[config.mk]
export PLATFORM = sky130hd
export DESIGN_NAME = game_result_detector
export DESIGN_NICKNAME = d
export VERILOG_FILES = /design/src/rtl/game_result_detector.sv
export SDC_FILE = /design/constraint.sdc
export NUM_CORES = 1
export LEC_CHECK = 0
export CORE_MARGIN = 2
export CORE_UTILIZATION = 46
export CTS_CLUSTER_DIAMETER = 200
export DETAILED_ROUTE_END_ITERATION = 6
export GPL_TIMING_DRIVEN = 1
export PLACE_DENSITY_LB_ADDON = 0.25
export SLEW_MARGIN = 20
export SYNTH_ARGS = -nofsm -noshare
export SYNTH_HDL_FRONTEND = slang
export SYNTH_SLANG_ARGS = --single-unit
[constraint.sdc]
create_clock -name clk -period 5.6 [get_ports clk]
set_input_delay 1.4 -clock clk [delete_from_list [all_inputs] [get_ports clk]]
set_output_delay 1.4 -clock clk [all_outputs]
set_load 0.01 [all_outputs]
[src/rtl/game_result_detector.sv]
// Tic-tac-toe result detector: captures each accepted move, evaluates the board one
// cycle later, and reports the winner, draw or conflict with a single score pulse per win.
module game_result_detector (
    input  logic        clk,
    input  logic        reset,
    input  logic [17:0] board,
    input  logic        move_valid,
    input  logic        new_game,
    output logic        incrementX,
    output logic        incrementO,
    output logic        game_over,
    output logic [1:0]  winner,
    output logic [7:0]  win_line,
    output logic        conflict,
    output logic [3:0]  move_count
);

    typedef enum logic [1:0] {PLAYING, EVAL, REPORT, OVER} state_t;

    state_t      state, state_next;
    logic [17:0] captured, captured_next;
    logic        inc_x_next, inc_o_next, game_over_next, conflict_next;
    logic [1:0]  winner_next;
    logic [7:0]  win_line_next;
    logic [3:0]  move_count_next;
    logic [7:0]  x_lines, o_lines;
    logic        board_full;

    // Bit order matches win_line: rows, then columns, then the two diagonals.
    function automatic logic [7:0] lines_of(input logic [17:0] b, input logic [1:0] player);
        logic [8:0] m;
        for (int i = 0; i < 9; i++) m[i] = (b[2*i +: 2] == player);
        return {m[2] & m[4] & m[6], m[0] & m[4] & m[8],
                m[2] & m[5] & m[8], m[1] & m[4] & m[7], m[0] & m[3] & m[6],
                m[6] & m[7] & m[8], m[3] & m[4] & m[5], m[0] & m[1] & m[2]};
    endfunction

    function automatic logic is_full(input logic [17:0] b);
        logic f;
        f = 1'b1;
        for (int i = 0; i < 9; i++) f = f & (b[2*i] ^ b[2*i+1]);
        return f;
    endfunction

    // Only the captured board is evaluated, so the live input may change freely.
    assign x_lines    = lines_of(captured, 2'b01);
    assign o_lines    = lines_of(captured, 2'b10);
    assign board_full = is_full(captured);

    always_comb begin
        // NOTE: every next value defaults to hold/idle first so no latch can be inferred.
        state_next      = state;
        captured_next   = captured;
        inc_x_next      = 1'b0;
        inc_o_next      = 1'b0;
        game_over_next  = game_over;
        winner_next     = winner;
        win_line_next   = win_line;
        conflict_next   = conflict;
        move_count_next = move_count;

        case (state)
            PLAYING: if (move_valid) begin
                captured_next = board;
                if (move_count != 4'd9) move_count_next = move_count + 4'd1;
                state_next = EVAL;
            end
            EVAL: begin
                if (|x_lines && |o_lines) begin
                    conflict_next  = 1'b1;
                    winner_next    = 2'b00;
                    game_over_next = 1'b1;
                    state_next     = OVER;
                end else if (|x_lines) begin
                    winner_next   = 2'b01;
                    win_line_next = x_lines;
                    inc_x_next    = 1'b1;
                    state_next    = REPORT;
                end else if (|o_lines) begin
                    winner_next   = 2'b10;
                    win_line_next = o_lines;
                    inc_o_next    = 1'b1;
                    state_next    = REPORT;
                end else if (board_full) begin
                    winner_next    = 2'b11;
                    game_over_next = 1'b1;
                    state_next     = OVER;
                end else begin
                    state_next = PLAYING;
                end
            end
            REPORT: begin
                game_over_next = 1'b1;
                state_next     = OVER;
            end
            default: ;
        endcase

        // A new game overrides everything, including a move strobed in the same cycle.
        if (new_game) begin
            state_next      = PLAYING;
            captured_next   = '0;
            inc_x_next      = 1'b0;
            inc_o_next      = 1'b0;
            game_over_next  = 1'b0;
            winner_next     = 2'b00;
            win_line_next   = '0;
            conflict_next   = 1'b0;
            move_count_next = '0;
        end
    end

    // NOTE: state uses non-blocking assignments so every register samples pre-edge values.
    always_ff @(posedge clk or negedge reset) begin
        if (!reset) begin
            state      <= PLAYING;
            captured   <= '0;
            incrementX <= 1'b0;
            incrementO <= 1'b0;
            game_over  <= 1'b0;
            winner     <= 2'b00;
            win_line   <= '0;
            conflict   <= 1'b0;
            move_count <= '0;
        end else begin
            state      <= state_next;
            captured   <= captured_next;
            incrementX <= inc_x_next;
            incrementO <= inc_o_next;
            game_over  <= game_over_next;
            winner     <= winner_next;
            win_line   <= win_line_next;
            conflict   <= conflict_next;
            move_count <= move_count_next;
        end
    end

endmodule

## Yosys cells after proc, flatten, opt, wreduce, memory -nomap -nowiden

Cells that the tools add are included.

- Register bits: 38
- Output and inout bits: 18
- Input bits: 22

- Reduce and logical (&&, ||, !) cells: 20
- $add $sub $neg: 1
- Multiplexer cells: 43
- Equal/unequal tests: 26
- Bitwise logic cells: 49

Operator list:

| cell | count |
|---|---|
| $mux 18 | 3 |
| $and 1x1->1 | 40 |
| $mux 8 | 5 |
| $mux 2 | 12 |
| $eq 2x1->1 const B | 10 |
| $eq 2x2->1 const B | 10 |
| $mux 1 | 17 |
| $mux 4 | 4 |
| $ne 4x4->1 const B | 4 |
| $reduce_or 8->1 | 2 |
| $reduce_bool 2->1 | 5 |
| $xor 1x1->1 | 9 |
| $reduce_and 2->1 | 4 |
| $pmux 2 s3 | 1 |
| $reduce_and 3->1 | 2 |
| $reduce_bool 3->1 | 2 |
| $reduce_bool 5->1 | 1 |
| $add 4x1->4 const B | 1 |
| $reduce_and 4->1 | 1 |
| $reduce_bool 4->1 | 1 |
| $ne 3x3->1 const B | 1 |
| $logic_not 2->1 | 1 |
| $ne 2x2->1 const B | 1 |
| $pmux 1 s2 | 1 |
| $logic_and 1x1->1 | 1 |

## Longest topological paths before layout

- Depth in word-level cells: 15
- Mapped depth: 9

## Worst setup path after synthesis

Ideal clock, no wire load.

- Path type: in2reg
- Start point: input port move_valid
- End point: register state[0]
- Stages: 5
- Setup slack: 3.037 ns
- Arrival time: 2.440 ns
- Setup time: 0.123 ns
- Data required time: 5.477 ns
- Cell sequence: nand2b_1 o31ai_1 or3b_2 a21o_1 o221a_2

- Word-level cells in the longest chain between the ends: 2

Ends and longest elaborated chain:

| item | RTL line | text |
|---|---|---|
| start, declared | 7 | `input logic move_valid,` |
| $ne 3x3->1 (no source line) | n/a |  |
| $reduce_and 2->1 (no source line) | n/a |  |
| end signal, assigned | 126 | `state <= state_next;` |
| end, declared | 20 | `state_t state, state_next;` |

No other way between the ends.
A chain may end at the register's enable or synchronous reset.

## Worst setup path after layout

Ends and elaborated chain as after synthesis.

==> impl_metrics.ini <==
[outcome]
outcome = complete, no violations

[final_layout]
fin_nets = 319
areaGrowthSynthToFinish_pct = 24.9
drive_gt1_share_pct = 7.27
n_antenna_cell = 0

[sta]
tightestPinTransition_ps = 820
relSlewSlack_pct = 45.4
fmax_ghz = 0.347
whs_ps = 497
finalCritPeriodShare_pct = 51.5
slew_violations = 0
fin_setup_tns_ps = 0
layout_min_cycle_time_ps = 2880
setup_viol = 0
rsz0062_at_grt = false
hold_viol = 0
skew_ps = 5.37

[critical_path]
path_cells = clkdlybuf4s50_1 -> nand2b_1 -> o31ai_1 -> or3b_2 -> a21o_1 -> o221a_2
cp_max_fo = 3
start_kind = input port
r2r_end = win_line[1]$_DFFE_PN0P_
worstPathRequired_ps = 5780
path_class = input port to register
max_stage_delay_ps = 490
arrival_ps = 3070
crit_cells = 6
critical_path.slowest_cell = clkdlybuf4s50_1
r2r_cells = 7
crit_family = simple AND/OR/NAND/NOR gates
r2r-start = captured[8]$_DFFE_PN0P_
crit_path_end_kind = register
critPathBufInv = 1
r2r_setup_slack_ps = 3250

[power_and_ir_drop]
sw_frac_of_total_pct = 29.6
p_sw_uw = 243
power_frac_clock_pct = 35.2
irDropWorstVdd_uv = 170
pwr-share-comb_pct = 25.5
seqPwrFrac_pct = 39.3
power.leakage_uw = 0.00117
p_per_area_mw_per_mm2 = 297
intPower_uw = 578

[place]
portBuffers = 39
gp_congestion = 0.841
dpl.hpwl_mm = 3.20

[logic_synthesis]
ys_seq_area_share_pct = 42.9
async_flop_share_pct = 100
synth_top_cell_area_share_pct = 42.9
synthFlopType = dfrtp_1
synth_area_mm2 = 0.00222
ys_types = 43
syn_inst = 238
yosys_warnings = 0
ys_ff_latch = 38
synth.largest_area_cell = dfrtp_1
syn_nets = 283
ys_top_cells_by_area = dfrtp_1 (43%), ha_1 (13%), nand2_1 (6.4%)
synthTopCellsByCount = dfrtp_1 (38), nand2_1 (38), a21oi_1 (25)
syn_avg_cell_area_um2 = 9.32
synth_edf_count = 0

[floorplanning]
die_w_um = 73.4
ios = 40
die_h_um = 73.4
initial_utilization_pct = 47.3
core_mm2 = 0.00469
dieArea_mm2 = 0.00539
num_rows = 25

[clock_network]
cts_resized = 0
path_clk_slew_ps = 70
numCtsBuffers = 5
h-tree-depth = 2
cts.sinks = 38
cts_setup_buffers = 0
clockRootBuffer = clkbuf_8
clock_latency_ps = 290
tritoncts = yes
cts_max_path_buffers = 2
hold_buffers = 0

[grt]
antenna_found_initial = 0
grt_max_degree = 39
grt_pass1_vias = 1665
grt_pass1_wl_mm = 7.49
grt_overflow = 0
grt.total_usage_pct = 17.8

[worst_hold_path]
min_from = win_line[5]$_DFFE_PN0P_
hold_class = register to register
min_path_cells = 1
min_to = win_line[5]$_DFFE_PN0P_

[route]
drtIter0Drc = 87
wire_per_inst_um = 13.2
viasPerCell = 5.31
postRouteAntennaNets = 0
dr.pass1.iters = 4
vias = 1746
wl_mm = 4.34
drc_errors = 0

[run]
maxCapViolations = 0
==> per-layer routing <==
| layer | part of all wire, % | vias up | track usage, % |
|---|---|---|---|
| li1 | - | 894 | - |
| met3 | 4.5 | 8 | 4.25 |
| met5 | 0 | - | 0 |
| met1 | 48 | 801 | 24.0 |
| met2 | 46 | 43 | 27.8 |
| met4 | 1.6 | 0 | 6.46 |
==> sequential cells by signal, indices dropped and copies added, names as in the netlist <==
register and flops:
incrementO 1, incrementX 1, captured 18, game_over 1, conflict 1, winner 2, win_line 8, move_count 4
state 2
==> placed cells by master, fill, tap and decap left out, types with 2 or more instances in the layout <==
cell type	instances
xnor2_1	2
nor3b_1	2
a22o_1	4
nor3_1	5
nor2_1	8
nand3_1	16
a311oi_1	2
bufinv_16	2
clkbuf_8	6
a21oi_1	25
nand2b_1	3
a211oi_1	3
inv_1	23
nand2_1	38
nand4_1	2
o21a_1	2
a31oi_1	4
clkdlybuf4s50_1	38
o2bb2ai_1	2
ha_1	23
o21ai_0	3
a22o_2	3
dfrtp_1	38
==> final cells by class <==
type | count | area (µm²)
Timing Repair Buffer | 40 | 393
Multi-Input combinational cell | 166 | 1130
Clock buffer | 6 | 82.6
Inverter | 23 | 86.3
Sequential cell | 38 | 951
Tap cell | 54 | 67.6
Fill cell | 437 | 1920
Clock inverter | 2 | 60.1
==> kinds of logic after synthesis <==
logic type,count (synthesis),synth area share [%]
flip-flops,38,42.9
AND/OR/NAND/NOR,81,17.5
XOR/XNOR,4,2.43
buffers and inverters,34,6.20
adder cells (fa/ha/maj),23,13.0
AO/OA/AOI/OAI,58,18.0
==> worst max path at each step <==
stage | startpoint | end
2_1_floorplan | move_valid | state[0]$_DFFE_PN0P_
3_3_place_gp | move_valid | move_count[2]$_DFFE_PN0P_
3_5_place_dp | move_valid | move_count[2]$_DFFE_PN0P_
4_1_cts | move_valid | state[0]$_DFFE_PN0P_
5_1_grt | move_valid | move_count[2]$_DFFE_PN0P_
6_report | move_valid | state[0]$_DFFE_PN0P_
==> power groups by stage <==
stage	Sequential, µW	Clock, µW	Combinational (µW)
after global routing	327	306	240
after floorplan	327	0	146
after global placement	328	0	205
after detailed placement	329	0	211
final	323	289	210
after CTS	324	295	212
==> per-stage QoR <==
step	area, µm²	util [%]	power (µW)	instances	setup WS (ps)
after CTS	2770	59.0	830	329	2740
after floorplan	2220	-	473	238	3040
after global placement	2630	56.0	533	321	2470
after detailed placement	2630	56.0	540	321	2430
after global routing	2770	59.0	873	329	2500
final	2770	59.0	822	329	2720
==> worst reg2reg max path, stage by stage (launching register included) <==
cell and delay (ps):
dfrtp_1 380, inv_1 60, ha_1 260, a22o_1 230, a221o_1 530, xor2_4 380, a21oi_4 120, a22o_2 280
Power figures use the tool's default switching activity.
